File: src/rtl/mem_buf_pkg.sv
// Shared types and constants for the PE memory buffer write path.
// Contents:
//   N_PE, ADDR_RAM, WID_RAM, BANK_W  geometry of the banked buffer
//   fill_state_e + IDLE/FILL/DRAIN   fill sequencer state encoding
//   bank_idx_t, ram_addr_t           bank index / bank address
//   ram_len_t, bank_cnt_t            word count per bank / bank count (one bit wider)
//   clamp_banks()                    limit a requested bank count to N_PE
//   bank_onehot()                    bank index to one-hot write enable
package mem_buf_pkg;

    localparam int unsigned N_PE     = 16;
    localparam int unsigned ADDR_RAM = 10;
    localparam int unsigned WID_RAM  = 16;
    localparam int unsigned BANK_W   = $clog2(N_PE);

    typedef logic [BANK_W-1:0]   bank_idx_t;
    typedef logic [ADDR_RAM-1:0] ram_addr_t;
    typedef logic [ADDR_RAM:0]   ram_len_t;
    typedef logic [BANK_W:0]     bank_cnt_t;

    typedef logic [1:0] fill_state_e;
    localparam fill_state_e IDLE  = 2'd0;
    localparam fill_state_e FILL  = 2'd1;
    localparam fill_state_e DRAIN = 2'd2;

    function automatic bank_cnt_t clamp_banks(input bank_cnt_t n);
        return (n > bank_cnt_t'(N_PE)) ? bank_cnt_t'(N_PE) : n;
    endfunction

    function automatic logic [N_PE-1:0] bank_onehot(input bank_idx_t b);
        logic [N_PE-1:0] r;
        r    = '0;
        r[b] = 1'b1;
        return r;
    endfunction

endpackage

File: src/rtl/buffer_fill_ctrl_if.sv
// Stream input and buffer mode-0 write port of the fill sequencer.
// Signals:
//   s_valid, s_data   upstream word stream (driven by the load path)
//   s_ready           sequencer can accept a word
//   m0_w_en           one-hot bank write enable, all-zero = no write
//   m0_w_addr         bank write address
//   m0_w_data         bank write data
// Modports:
//   slave   the fill sequencer (consumes the stream, drives the write port)
//   master  the environment (drives the stream, observes the write port)
interface buffer_fill_ctrl_if;
    import mem_buf_pkg::*;

    logic                 s_valid;
    logic                 s_ready;
    logic [WID_RAM-1:0]   s_data;
    logic [N_PE-1:0]      m0_w_en;
    ram_addr_t            m0_w_addr;
    logic [WID_RAM-1:0]   m0_w_data;

    modport slave (
        input  s_valid,
        input  s_data,
        output s_ready,
        output m0_w_en,
        output m0_w_addr,
        output m0_w_data
    );

    modport master (
        output s_valid,
        output s_data,
        input  s_ready,
        input  m0_w_en,
        input  m0_w_addr,
        input  m0_w_data
    );

endinterface

File: src/rtl/fill_addr_gen.sv
// Bank/offset counter pair for the bank-major buffer fill.
// Ports:
//   clk, rst   clock, synchronous active-high reset
//   load       latch base/len/n_banks and restart at bank 0, offset 0
//   step       advance one word (offset, then bank on wrap)
//   base       first address in every bank
//   len        words per bank
//   n_banks    banks to fill (clamped to N_PE on load)
//   bank       current bank index
//   addr       current write address, base+offset modulo 2^ADDR_RAM
//   last       current position is the final word of the fill
module fill_addr_gen
    import mem_buf_pkg::*;
(
    input  logic      clk,
    input  logic      rst,
    input  logic      load,
    input  logic      step,
    input  ram_addr_t base,
    input  ram_len_t  len,
    input  bank_cnt_t n_banks,
    output bank_idx_t bank,
    output ram_addr_t addr,
    output logic      last
);

    ram_addr_t base_q;
    ram_len_t  len_q;
    bank_cnt_t nb_q;
    bank_idx_t bank_q;
    ram_addr_t offset_q;

    logic bank_end;
    logic last_bank;

    // len and n_banks are only loaded when nonzero, so the "-1" never underflows in use.
    assign bank_end  = ({1'b0, offset_q} == (len_q - ram_len_t'(1)));
    assign last_bank = ({1'b0, bank_q} == (nb_q - bank_cnt_t'(1)));

    always_ff @(posedge clk) begin
        if (rst) begin
            base_q   <= '0;
            len_q    <= '0;
            nb_q     <= '0;
            bank_q   <= '0;
            offset_q <= '0;
        end else if (load) begin
            base_q   <= base;
            len_q    <= len;
            nb_q     <= clamp_banks(n_banks);
            bank_q   <= '0;
            offset_q <= '0;
        end else if (step) begin
            if (bank_end) begin
                offset_q <= '0;
                bank_q   <= bank_q + bank_idx_t'(1);
            end else begin
                offset_q <= offset_q + ram_addr_t'(1);
            end
        end
    end

    assign bank = bank_q;
    assign addr = base_q + offset_q;
    assign last = bank_end && last_bank;

endmodule

File: src/rtl/buffer_fill_ctrl.sv
// Write sequencer upstream of the PE memory buffer. Accepts a valid/ready word stream
// and writes it bank-major into the buffer's mode-0 port: bank 0 at base..base+len-1,
// then bank 1, and so on for n_banks banks.
// Ports:
//   clk, rst        clock, synchronous active-high reset
//   start           1-cycle pulse, latches cfg_*; ignored unless idle
//   cfg_base_addr   first address written in every bank
//   cfg_len         words per bank, 0..2^ADDR_RAM
//   cfg_n_banks     banks to fill from bank 0 (values above N_PE are clamped)
//   bus             stream input and buffer write port (slave side)
//   busy            high from the cycle after start until done
//   done            1-cycle pulse when the fill completes
module buffer_fill_ctrl
    import mem_buf_pkg::*;
(
    input  logic                  clk,
    input  logic                  rst,
    input  logic                  start,
    input  ram_addr_t             cfg_base_addr,
    input  ram_len_t              cfg_len,
    input  bank_cnt_t             cfg_n_banks,
    buffer_fill_ctrl_if.slave     bus,
    output logic                  busy,
    output logic                  done
);

    fill_state_e state_q, state_d;
    logic        done_q, done_d;

    logic [N_PE-1:0]    w_en_q;
    ram_addr_t          w_addr_q;
    logic [WID_RAM-1:0] w_data_q;

    logic      accept;
    logic      cfg_empty;
    logic      load;
    bank_idx_t gen_bank;
    ram_addr_t gen_addr;
    logic      gen_last;

    assign accept    = (state_q == FILL) && bus.s_valid;
    assign cfg_empty = (cfg_len == '0) || (cfg_n_banks == '0);
    assign load      = start && (state_q == IDLE) && !cfg_empty;

    fill_addr_gen u_addr_gen (
        .clk     (clk),
        .rst     (rst),
        .load    (load),
        .step    (accept),
        .base    (cfg_base_addr),
        .len     (cfg_len),
        .n_banks (cfg_n_banks),
        .bank    (gen_bank),
        .addr    (gen_addr),
        .last    (gen_last)
    );

    always_comb begin
        state_d = state_q;
        done_d  = 1'b0;
        case (state_q)
            IDLE: begin
                if (start) begin
                    // An empty fill completes immediately without entering FILL.
                    if (cfg_empty) done_d  = 1'b1;
                    else           state_d = FILL;
                end
            end
            FILL: begin
                if (accept && gen_last) state_d = DRAIN;
            end
            DRAIN: begin
                // Final word is on the write port this cycle.
                state_d = IDLE;
                done_d  = 1'b1;
            end
            default: state_d = IDLE;
        endcase
    end

    always_ff @(posedge clk) begin
        if (rst) begin
            state_q  <= IDLE;
            done_q   <= 1'b0;
            w_en_q   <= '0;
            w_addr_q <= '0;
            w_data_q <= '0;
        end else begin
            state_q <= state_d;
            done_q  <= done_d;
            w_en_q  <= accept ? bank_onehot(gen_bank) : '0;
            if (accept) begin
                w_addr_q <= gen_addr;
                w_data_q <= bus.s_data;
            end
        end
    end

    assign bus.s_ready   = (state_q == FILL);
    assign bus.m0_w_en   = w_en_q;
    assign bus.m0_w_addr = w_addr_q;
    assign bus.m0_w_data = w_data_q;
    assign busy          = (state_q != IDLE);
    assign done          = done_q;

endmodule
File: src/flat_wrapper.sv
// flat-port wrapper written by rule: the top's interface ports become plain ports
module buffer_fill_ctrl_flat import mem_buf_pkg::*;
  (clk, rst, start, cfg_base_addr, cfg_len, cfg_n_banks, busy, done, bus_s_valid, bus_s_data, bus_s_ready, bus_m0_w_en, bus_m0_w_addr, bus_m0_w_data);
  buffer_fill_ctrl_if bus_i ();
  input  logic clk;
  input  logic rst;
  input  logic start;
  input  ram_addr_t cfg_base_addr;
  input  ram_len_t cfg_len;
  input  bank_cnt_t cfg_n_banks;
  output logic busy;
  output logic done;
  input wire logic [$bits(bus_i.s_valid)-1:0] bus_s_valid;
  input wire logic [$bits(bus_i.s_data)-1:0] bus_s_data;
  output wire logic [$bits(bus_i.s_ready)-1:0] bus_s_ready;
  output wire logic [$bits(bus_i.m0_w_en)-1:0] bus_m0_w_en;
  output wire logic [$bits(bus_i.m0_w_addr)-1:0] bus_m0_w_addr;
  output wire logic [$bits(bus_i.m0_w_data)-1:0] bus_m0_w_data;
  assign bus_i.s_valid = bus_s_valid;
  assign bus_i.s_data = bus_s_data;
  assign bus_s_ready = bus_i.s_ready;
  assign bus_m0_w_en = bus_i.m0_w_en;
  assign bus_m0_w_addr = bus_i.m0_w_addr;
  assign bus_m0_w_data = bus_i.m0_w_data;
  buffer_fill_ctrl u_core (.clk(clk), .rst(rst), .start(start), .cfg_base_addr(cfg_base_addr), .cfg_len(cfg_len), .cfg_n_banks(cfg_n_banks), .bus(bus_i), .busy(busy), .done(done));
endmodule
File: config.mk
export PLATFORM = sky130hd
export DESIGN_NAME = buffer_fill_ctrl_flat
export DESIGN_NICKNAME = d
export VERILOG_FILES = /design/src/rtl/mem_buf_pkg.sv /design/src/rtl/buffer_fill_ctrl_if.sv /design/src/rtl/fill_addr_gen.sv /design/src/rtl/buffer_fill_ctrl.sv /design/src/flat_wrapper.sv
export SDC_FILE = /design/constraint.sdc
export NUM_CORES = 1
export LEC_CHECK = 0
export ABC_AREA = 1
export CORE_MARGIN = 4
export CORE_UTILIZATION = 50
export CTS_CLUSTER_DIAMETER = 30
export DETAILED_ROUTE_END_ITERATION = 10
export PLACE_DENSITY = 0.84
export SLEW_MARGIN = 30
export SYNTH_ARGS = -nofsm -noshare
export SYNTH_HDL_FRONTEND = slang
export SYNTH_SLANG_ARGS = --single-unit
export TNS_END_PERCENT = 20
File: constraint.sdc
create_clock -name clk -period 3.8 [get_ports clk]
set_clock_uncertainty 0.15 [all_clocks]
set_input_delay 1.14 -clock clk [delete_from_list [all_inputs] [get_ports clk]]
set_output_delay 1.14 -clock clk [all_outputs]
set_load 0.05 [all_outputs]
======== Word level (Yosys, flattened, before mapping) ========
Index checks and enable logic that the tools add are counted.
word-level totals
  flip-flop bits (word level) ............. 85
  output and inout bits ................... 45
  word-level logic and storage cells ...... 53
cells by class
  $add $sub $neg .......................... 5
  $lt $le $gt $ge ......................... 3
  equality and inequality tests ........... 7
  multiplexer cells ....................... 11
  bitwise operators ....................... 1
  reduce and logical (&&, ||, !) cells .... 16
operators by type and width
  operator               number
  $eq 10x11->1           1
  $logic_not 11->1       1
  $sub 11x1->11 const B  1
  $add 10x1->10 const B  1
  $add 10x10->10         1
  $mux 10                1
  $logic_and 1x1->1      6
  $mux 2                 3
  $eq 4x5->1             1
  $gt 5x5->1 const B     1
  $logic_not 5->1        1
  $lt 4x5->1 const B     1
  $mux 5                 1
  $sub 5x1->5 const B    1
  $add 4x1->4 const B    1
  $demux 1 s4            1
  $ge 4x1->1 const B     1
  $ne 2x2->1 const B     2
  $pmux 2 s2             1
  $reduce_or 2->1        2
  $mux 1                 3
  $reduce_and 3->1       1
  $eq 2x1->1 const B     1
  $eq 2x2->1 const B     1
  8 further kinds        8

======== Longest topological paths before layout ========
Gate-level depths: netlist (run 1).
  depth after elaboration ................. 6
  mapped depth ............................ 13
  depth with buffers taken out ............ 13

======== By module ========
From an unflattened synthesis (run 1), not the netlist that was laid out.
second synthesis, totals
  cell total of the unflattened synthesis .. 571
  area total of the unflattened synthesis .. 4197.8 µm²
modules (own cells, without submodules)
  module            instances  cells an instance  area each (µm²)  sequential area each (µm²)
  fill_addr_gen     1          378                2618.8           800.8
  buffer_fill_ctrl  1          193                1579.0           900.9

======== Least setup slack after synthesis (run 1) ========
No wires, ideal clock.
  kind .................................... input-to-reg
  start ................................... in cfg_len[0]
  end ..................................... reg u_core.u_addr_gen.base_q[1]
  arrival ................................. 1.984 ns
  setup slack ............................. 1.541 ns
  stages .................................. 5
  buffers on the path ..................... 1
  cells stage by stage .................... nor4_1 > nand3_1 > nand4_1 > buf_2 > o22ai_1
between the ends
  word-level cells in the longest chain between the ends .. 4
RTL lines
  what                    RTL line                RTL
  start: declaration      flat_wrapper.sv:9       input ram_len_t cfg_len;
  $logic_not 11->1        buffer_fill_ctrl.sv:42  assign cfg_empty = (cfg_len == '0) || (cfg_n_banks == '0);
  $logic_or 1x1->1        buffer_fill_ctrl.sv:42
  $logic_not 1->1         buffer_fill_ctrl.sv:43  assign load = start && (state_q == IDLE) && !cfg_empty;
  $logic_and 1x1->1       buffer_fill_ctrl.sv:43
  end signal: assignment  fill_addr_gen.sv:48     base_q <= base;
  end: declaration        fill_addr_gen.sv:27     ram_addr_t base_q;
No other way between the ends.
A chain may end at the register's enable or synchronous reset.

======== Final worst setup path (run 1) ========
  start ................................... reg u_core.state_q[0]
  end ..................................... out bus_s_ready
between the ends
  word-level cells in the longest chain between the ends .. 1
RTL lines
  what                      RTL line                RTL
  start: declaration        buffer_fill_ctrl.sv:27  fill_state_e state_q, state_d;
  start signal: assignment  buffer_fill_ctrl.sv:89  state_q <= state_d;
  $eq 2x1->1                buffer_fill_ctrl.sv:99  assign bus.s_ready = (state_q == FILL);
  end: declaration          flat_wrapper.sv:15      output wire logic [$bits(bus_i.s_ready)-1:0] bus_s_ready;
No other way between the ends.

==> metrics.txt, run 1 <==
# TYPE chip_impl_metric gauge
chip_impl_info{name="result_of_the_run",value="complete, no violations"} 1
chip_impl_metric{name="critical_path_required",unit="ps"} 2510
chip_impl_metric{name="worstSkewPairLatency",unit="ps"} 370
chip_impl_metric{name="adder_and_majority_gate_portion_of_the_synthesized_area",unit="%"} 5.19
chip_impl_metric{name="report.final.slew_viol_count",unit=""} 0
chip_impl_metric{name="clkSlewWorstSetupHoldPaths",unit="ps"} 100
chip_impl_metric{name="synth_simple_gate_area_share",unit="%"} 28.4
chip_impl_info{name="crit-reg2reg-launch",value="u_core.u_addr_gen.offset_q[0]"} 1
chip_impl_metric{name="cts.path.max_buffers",unit=""} 2
chip_impl_info{name="rsz0062_at_grt",value="false"} 1
chip_impl_metric{name="p_clk_share",unit="%"} 32.1
chip_impl_info{name="crit_type",value="reg -> out"} 1
chip_impl_metric{name="clkSinkCount",unit=""} 85
chip_impl_metric{name="rr_worst_depth",unit=""} 10
chip_impl_metric{name="grt_antenna_before_repair",unit=""} 0
chip_impl_metric{name="ctsHtreeMaxLevel",unit=""} 3
chip_impl_info{name="min_to",value="u_core.done"} 1
chip_impl_metric{name="drtIter0Drc",unit=""} 188
chip_impl_metric{name="worstHoldPathCells",unit=""} 1
chip_impl_metric{name="cellLeakagePower",unit="uW"} 0.00230
chip_impl_metric{name="gp_congestion",unit=""} 0.858
chip_impl_metric{name="synth.yosys.warnings",unit=""} 0
chip_impl_metric{name="post_synth_xor_area_fraction",unit="%"} 5.37
chip_impl_info{name="worstSetupEndpointType",value="primary output"} 1
chip_impl_metric{name="timing.final.crit_period",unit="ps"} 3070
chip_impl_metric{name="syn-cell-area",unit="um^2"} 4240
chip_impl_metric{name="p_seq_share",unit="%"} 45.9
chip_impl_metric{name="vdd.ir_drop.worst",unit="mV"} 0.231
chip_impl_metric{name="worst-endpoint-arrival",unit="ps"} 1780
chip_impl_metric{name="core.rowCount",unit=""} 33
chip_impl_metric{name="cap_violations",unit=""} 0
chip_impl_metric{name="die_h",unit="um"} 100
chip_impl_metric{name="setup-violations-final",unit=""} 0
chip_impl_metric{name="tritonroute_pass_1_iters",unit=""} 5
chip_impl_metric{name="routedWlPerCell",unit="um"} 13.8
chip_impl_metric{name="timing.setup.tns",unit="ps"} 0
chip_impl_metric{name="wire_length_of_the_first_global_routing_pass",unit="mm"} 17.9
chip_impl_metric{name="syn_avg_cell_area",unit="um^2"} 7.28
chip_impl_metric{name="final_net_count",unit=""} 734
chip_impl_metric{name="hpwl_reported_at_the_end_of_detailed_placement",unit="mm"} 8.09
chip_impl_metric{name="cts-hold-fix-buffers",unit=""} 0
chip_impl_metric{name="finalWirelength",unit="mm"} 10.8
chip_impl_info{name="hold_path_startpoint",value="u_core.state_q[0]"} 1
chip_impl_metric{name="finalCoreUtilization",unit="%"} 66.2
chip_impl_metric{name="relative_area_change_from_synthesis_to_final_layout",unit="%"} 28.2
chip_impl_metric{name="routed_via_count",unit=""} 4005
chip_impl_metric{name="floorplan.die.width",unit="um"} 100
chip_impl_metric{name="crit_path_max_fanout",unit=""} 3
chip_impl_info{name="cts_tree",value="yes"} 1
chip_impl_info{name="cp-start-kind",value="register"} 1
chip_impl_metric{name="pwr_per_cell_area",unit="nW/um^2"} 383
chip_impl_metric{name="share_of_final_layout_standard_cells_stronger_than_drive_strength_1",unit="%"} 7.10
chip_impl_metric{name="synth.distinct_cells",unit=""} 35
chip_impl_metric{name="post-place-ws",unit="ps"} 548
chip_impl_metric{name="netSwitchingFraction",unit="%"} 32.2
chip_impl_metric{name="worst_pin_slew",unit="ps"} 834
chip_impl_metric{name="setup_ws_final",unit="ps"} 728
chip_impl_metric{name="buffer_ports.inserted",unit=""} 90
chip_impl_metric{name="muxShareOfSynthArea",unit="%"} 0
chip_impl_metric{name="net_switching_power",unit="uW"} 670
chip_impl_info{name="r2r-end",value="u_core.bus.m0_w_addr[6]"} 1
chip_impl_metric{name="seq_area_frac_synth",unit="%"} 40.1
chip_impl_metric{name="gates_resized_cts_repair",unit=""} 0
chip_impl_metric{name="track_usage",unit="%"} 21.9
chip_impl_metric{name="worst-r2r-setup-slack",unit="ps"} 1220
chip_impl_metric{name="internal_power_of_the_cells",unit="uW"} 1410
chip_impl_metric{name="finalHoldWorstSlack",unit="ps"} 316
chip_impl_info{name="dominant_combinational_cell_family_by_area_after_synthesis",value="simple AND/OR/NAND/NOR gates"} 1
chip_impl_metric{name="max_clock_freq",unit="MHz"} 326
chip_impl_metric{name="postSynthRegisterBits",unit=""} 85
chip_impl_metric{name="die_area",unit="um^2"} 10000
chip_impl_metric{name="synth_nets",unit=""} 645
chip_impl_metric{name="power_frac_comb",unit="%"} 22.0
chip_impl_metric{name="diodes",unit=""} 0
chip_impl_metric{name="cts_inserted_buffers",unit=""} 9
chip_impl_metric{name="grt_max_degree",unit=""} 40
chip_impl_metric{name="route.antenna.remaining_nets",unit=""} 0
chip_impl_metric{name="synth_compound_gate_area_share",unit="%"} 12.1
chip_impl_metric{name="number_of_global_route_vias_before_repair",unit=""} 4010
chip_impl_metric{name="totalPowerFinal",unit="uW"} 2080
chip_impl_metric{name="final_period_util",unit="%"} 80.8
chip_impl_metric{name="detail_route.vias_per_cell",unit=""} 5.13
chip_impl_metric{name="post_cts.repair.setup_buffers",unit=""} 0
chip_impl_metric{name="synthesis.instances",unit=""} 582
chip_impl_metric{name="timing.final.hold_violations",unit=""} 0
chip_impl_metric{name="timing.max_slew.rel_slack",unit="%"} 44.3
chip_impl_metric{name="drt_drc_violations_left",unit=""} 0
chip_impl_metric{name="initial_core_util",unit="%"} 51.6
chip_impl_metric{name="io_pins",unit=""} 91
chip_impl_info{name="clock_tree.root_cell",value="sky130_fd_sc_hd__clkbuf_8"} 1
chip_impl_metric{name="design.core.area",unit="um^2"} 8220
chip_impl_info{name="hold_path.class",value="reg -> reg"} 1
chip_impl_metric{name="overflow",unit=""} 0
per-stage QoR:
step / std cells / area, um^2
floorplan: 582 / 4240
global placement: 765 / 5230
detailed placement: 765 / 5230
CTS: 781 / 5440
global route: 781 / 5440
finish: 781 / 5440
sequential cells by signal, indices dropped and copies added (netlist names):
register	flops
u_core.bus.m0_w_addr	10
u_core.bus.m0_w_data	16
u_core.bus.m0_w_en	16
u_core.done	1
u_core.state_q	2
u_core.u_addr_gen.bank	4
u_core.u_addr_gen.base_q	10
u_core.u_addr_gen.len_q	11
u_core.u_addr_gen.nb_q	5
u_core.u_addr_gen.offset_q	10
logic make-up (layout without fill, tap and decap cells):
family | count (synthesis) | after routing
and+or+nand+nor | 269 | 269
xor gates and xnor gates | 26 | 26
adders and majority gates | 17 | 17
buffers and inverters | 96 | 190
DFF | 85 | 85
AOI/OAI and AO/OA | 89 | 89
cell usage after synthesis, drive strengths merged:
cell type	count	area, um^2
buf	11	53.8
nand3	44	235
nor4	4	25.0
or2	2	12.5
dfxtp	85	1700
ha	16	200
o21bai	6	45.0
nand2	142	561
a21o	1	7.51
nor2	60	268
a21oi	36	195
clkbuf	6	23.8
xor2	23	201
o22ai	16	100
nor3	7	40.0
o211ai	2	15.0
xnor2	3	26.3
o21a	2	15.0
fa	1	20.0
inv	79	297
nand4	10	62.6
o21ai	26	134
per-layer routing:
layer	global-route usage (%)	wire [um]	share of wire, %	up-vias
met3	4.86	674	6.3	22
met4	7.46	214	2.0	0
met5	0	0	0	-
met2	38.4	5330	49	134
met1	26.6	4550	42	1805
li1	-	-	-	2044
critical path, cell delays in order, from the launching register on:
cell	delay (ps)
sky130_fd_sc_hd__dfxtp_1	370
sky130_fd_sc_hd__inv_1	80
sky130_fd_sc_hd__nor2_4	130
sky130_fd_sc_hd__clkdlybuf4s50_1	830
power groups by stage:
| stage | combinational (uW) | clock (uW) | sequential [uW] |
|---|---|---|---|
| finish | 457 | 669 | 955 |
| global route | 504 | 713 | 960 |
| CTS | 457 | 673 | 955 |
| detailed placement | 453 | 0 | 976 |
| global placement | 447 | 0 | 974 |
| floorplan | 253 | 0 | 1030 |
area by class of cell:
class                           count  area [um^2]
Tap cell                          105          131
Multi-Input combinational cell    401         2160
Fill cell                         710         2780
Timing Repair Buffer               95          938
Clock buffer                        9          124
Clock inverter                      7         81.3
Inverter                           79          297
Sequential cell                    85         1700
layout by cell type, fill, tap and decap left out, types with 2 or more instances in the layout:
cell type	n
sky130_fd_sc_hd__clkdlybuf4s50_1	90
sky130_fd_sc_hd__xnor2_1	3
sky130_fd_sc_hd__o21bai_1	6
sky130_fd_sc_hd__xor2_1	23
sky130_fd_sc_hd__nor2_2	5
sky130_fd_sc_hd__nand2_2	5
sky130_fd_sc_hd__nand2_4	2
sky130_fd_sc_hd__o21ai_1	2
sky130_fd_sc_hd__dfxtp_1	85
sky130_fd_sc_hd__nand3_1	41
sky130_fd_sc_hd__inv_1	78
sky130_fd_sc_hd__nor2_1	51
sky130_fd_sc_hd__a21oi_2	4
sky130_fd_sc_hd__a21oi_1	32
sky130_fd_sc_hd__buf_4	5
sky130_fd_sc_hd__inv_8	2
sky130_fd_sc_hd__nand3_2	3
sky130_fd_sc_hd__o21ai_0	23
sky130_fd_sc_hd__o22ai_1	16
sky130_fd_sc_hd__o21a_1	2
sky130_fd_sc_hd__nor4_1	4
sky130_fd_sc_hd__clkinvlp_4	2
sky130_fd_sc_hd__nand2_1	135
sky130_fd_sc_hd__o211ai_1	2
sky130_fd_sc_hd__ha_1	16
sky130_fd_sc_hd__clkbuf_8	9
sky130_fd_sc_hd__nor3_1	6
sky130_fd_sc_hd__nand4_1	10
sky130_fd_sc_hd__nor2_4	4
how the worst max path moves through the flow:
stage                           start                           to  cells past startpoint
floorplan                  cfg_len[0]  u_core.u_addr_gen.base_q[1]                      5
global placement           cfg_len[4]   u_core.u_addr_gen.len_q[4]                      6
detailed placement         cfg_len[4]   u_core.u_addr_gen.len_q[0]                      6
CTS                 u_core.state_q[0]                  bus_s_ready                      3
global route        u_core.state_q[0]                  bus_s_ready                      3
finish              u_core.state_q[0]                  bus_s_ready                      3
Power figures use the tool's default switching activity.
==> inputs of run 2 (changes only) <==
==> constraint.sdc (replaced) <==
create_clock -name clk -period 3.11 [get_ports clk]
set_clock_uncertainty 0.15 [all_clocks]
set_input_delay 0.933 -clock clk [delete_from_list [all_inputs] [get_ports clk]]
set_output_delay 0.933 -clock clk [all_outputs]
set_load 0.05 [all_outputs]
==> run 2 against run 1 <==
Compared with the run above: first-iteration DRC count shrank 20%; sequential share of layout area shrank 0.050 points; non-clock buffer count grew 3; utilization grew 0.11 points; wire length shrank 0.16%; hold slack lost 13 ps; largest cell class unchanged; die area is the same; critical endpoint unchanged.
==> metrics.txt, run 2 (synthesis gave the netlist of run 1 again) <==
# TYPE chip_impl_metric gauge
chip_impl_metric{name="drt_drc_violations_left",unit=""} 0
chip_impl_metric{name="relative_area_change_from_synthesis_to_final_layout",unit="%"} 28.5
chip_impl_metric{name="post_cts.repair.setup_buffers",unit=""} 0
chip_impl_metric{name="share_of_final_layout_standard_cells_stronger_than_drive_strength_1",unit="%"} 7.51
chip_impl_metric{name="postPlaceCellArea",unit="um^2"} 5250
chip_impl_metric{name="buffer_ports.inserted",unit=""} 90
chip_impl_metric{name="cts-hold-fix-buffers",unit=""} 0
chip_impl_metric{name="cts.path.max_buffers",unit=""} 2
chip_impl_metric{name="clkSinkCount",unit=""} 85
chip_impl_metric{name="final_period_util",unit="%"} 91.0
chip_impl_info{name="r2r-end",value="u_core.bus.m0_w_addr[6]"} 1
chip_impl_metric{name="drtIter0Drc",unit=""} 151
chip_impl_info{name="timing.critical_path.from",value="u_core.state_q[0]"} 1
chip_impl_metric{name="die_area",unit="um^2"} 10000
chip_impl_metric{name="finalWirelength",unit="mm"} 10.7
chip_impl_metric{name="vdd.ir_drop.worst",unit="mV"} 0.327
chip_impl_metric{name="timing.setup.tns",unit="ps"} 0
chip_impl_metric{name="max_clock_freq",unit="MHz"} 353
chip_impl_metric{name="die_h",unit="um"} 100
chip_impl_metric{name="initial_core_util",unit="%"} 51.6
chip_impl_info{name="cts_tree",value="yes"} 1
chip_impl_metric{name="cap_violations",unit=""} 0
chip_impl_info{name="worstSetupEndpointType",value="primary output"} 1
chip_impl_metric{name="pwr_per_cell_area",unit="nW/um^2"} 458
chip_impl_info{name="crit-reg2reg-launch",value="u_core.u_addr_gen.offset_q[0]"} 1
chip_impl_metric{name="grt_antenna_before_repair",unit=""} 0
chip_impl_metric{name="critical_path_required",unit="ps"} 2030
chip_impl_metric{name="number_of_global_route_vias_before_repair",unit=""} 4124
chip_impl_metric{name="route.antenna.remaining_nets",unit=""} 0
chip_impl_metric{name="timing.final.crit_period",unit="ps"} 2830
chip_impl_metric{name="cellLeakagePower",unit="uW"} 0.00231
chip_impl_metric{name="gates_resized_cts_repair",unit=""} 0
chip_impl_metric{name="rr_worst_depth",unit=""} 10
chip_impl_metric{name="routed_via_count",unit=""} 4061
chip_impl_info{name="result_of_the_run",value="complete, no violations"} 1
chip_impl_metric{name="floorplan.die.width",unit="um"} 100
chip_impl_info{name="clock_tree.root_cell",value="sky130_fd_sc_hd__clkbuf_8"} 1
chip_impl_metric{name="crit_path_max_fanout",unit=""} 3
chip_impl_info{name="layout_common_cells",value="135 x sky130_fd_sc_hd__nand2_1, 90 x sky130_fd_sc_hd__clkdlybuf4s50_1, 85 x sky130_fd_sc_hd__dfxtp_1"} 1
chip_impl_metric{name="worst_pin_slew",unit="ps"} 529
chip_impl_info{name="worst_setup_path_endpoint",value="bus_s_ready"} 1
chip_impl_metric{name="hpwl_reported_at_the_end_of_detailed_placement",unit="mm"} 8.31
chip_impl_info{name="mostFrequentLayoutCell",value="sky130_fd_sc_hd__nand2_1"} 1
chip_impl_metric{name="setup-violations-final",unit=""} 0
chip_impl_metric{name="gp_congestion",unit=""} 0.910
chip_impl_metric{name="report.final.slew_viol_count",unit=""} 0
chip_impl_metric{name="track_usage",unit="%"} 22.1
chip_impl_metric{name="grt_max_degree",unit=""} 33
chip_impl_metric{name="final_design_area_no_fill",unit="um^2"} 5450
chip_impl_metric{name="io_pins",unit=""} 91
chip_impl_info{name="crit_type",value="reg -> out"} 1
chip_impl_metric{name="diodes",unit=""} 0
chip_impl_metric{name="ctsHtreeMaxLevel",unit=""} 3
chip_impl_metric{name="detail_route.vias_per_cell",unit=""} 5.18
chip_impl_metric{name="tritonroute_pass_1_iters",unit=""} 4
chip_impl_metric{name="clkSlewWorstSetupHoldPaths",unit="ps"} 90
chip_impl_metric{name="final_net_count",unit=""} 737
chip_impl_metric{name="cts_inserted_buffers",unit=""} 9
chip_impl_metric{name="worst-r2r-setup-slack",unit="ps"} 650
chip_impl_metric{name="design.core.area",unit="um^2"} 8220
chip_impl_metric{name="timing.max_slew.rel_slack",unit="%"} 64.6
chip_impl_metric{name="worst-endpoint-arrival",unit="ps"} 1750
chip_impl_metric{name="overflow",unit=""} 0
chip_impl_metric{name="wire_length_of_the_first_global_routing_pass",unit="mm"} 18.1
chip_impl_metric{name="routedWlPerCell",unit="um"} 13.7
chip_impl_info{name="cp-start-kind",value="register"} 1
chip_impl_info{name="hold_path.class",value="reg -> reg"} 1
chip_impl_info{name="rsz0062_at_grt",value="false"} 1
chip_impl_metric{name="worstSkewPairLatency",unit="ps"} 360
chip_impl_metric{name="core.rowCount",unit=""} 33
chip_impl_metric{name="timing.final.hold_violations",unit=""} 0
[run 2: cell types whose count changed in the layout (fill, tap and decap cells not counted)]
cell,previous run,this run
sky130_fd_sc_hd__buf_4,5,8
sky130_fd_sc_hd__inv_6,0,2
sky130_fd_sc_hd__bufinv_16,1,0
sky130_fd_sc_hd__clkbuf_8,9,10
sky130_fd_sc_hd__clkinv_2,1,0
sky130_fd_sc_hd__clkinv_4,1,2
sky130_fd_sc_hd__clkinvlp_4,2,1
sky130_fd_sc_hd__inv_8,2,1
[run 2: per-stage QoR]
step	hold WS (ps)	setup WS, ps	utilization, %	power, uW	std cells
2_1_floorplan	265	973	-	1560	582
3_3_place_gp	279	408	63.9	1730	768
3_5_place_dp	296	239	63.9	1750	768
4_1_cts	297	269	66.3	2500	784
5_1_grt	343	189	66.3	2600	784
6_report	304	280	66.3	2490	784
[run 2: worst min-delay path by stage]
stage | slack, ps | endpoint | cells after the start | start
after floorplan | 270 | u_core.done | 1 | u_core.state_q[0]
after global placement | 280 | u_core.done | 1 | u_core.state_q[0]
after detailed placement | 300 | u_core.done | 1 | u_core.state_q[0]
after CTS | 300 | u_core.done | 1 | u_core.state_q[0]
after global routing | 340 | u_core.bus.m0_w_data[2] | 2 | u_core.bus.m0_w_data[2]
final | 300 | u_core.done | 1 | u_core.state_q[0]
[run 2: cell type report]
class                           instances  area, um^2
Fill cell                             674        2770
Multi-Input combinational cell        401        2160
Sequential cell                        85        1700
Timing Repair Buffer                   98         961
Inverter                               79         297
Clock buffer                           10         138
Tap cell                              105         131
Clock inverter                          6        53.8
[run 2: layer usage]
layer | vias to the layer above | track usage [%] | wire [um]
li1 | 2067 | - | -
met5 | - | 0 | 0
met4 | 0 | 8.91 | 253
met1 | 1870 | 25.5 | 4490
met3 | 20 | 3.89 | 579
met2 | 104 | 40.2 | 5420
[run 2: power by group]
part	internal (uW)	leakage [uW]	total, uW	switching [uW]
sequential	1130	0.000691	1170	33.1
combinational	212	0.00152	561	349
clock	326	0.0000954	765	439
[run 2: critical path: stages (launching register included)]
cell                              delay [ps]
sky130_fd_sc_hd__dfxtp_1                 360
sky130_fd_sc_hd__inv_1                    80
sky130_fd_sc_hd__nor2_4                  130
sky130_fd_sc_hd__clkdlybuf4s50_1         830
==> inputs of run 3 (changes only) <==
--- a/config.mk
+++ b/config.mk
@@ -6,6 +6,7 @@
 export NUM_CORES = 1
 export LEC_CHECK = 0
 export ABC_AREA = 1
+export CAP_MARGIN = 20
 export CORE_MARGIN = 4
 export CORE_UTILIZATION = 50
 export CTS_CLUSTER_DIAMETER = 30
==> results of run 3 <==
No change in the layout: final DEF, timing and power equal those of run 2.
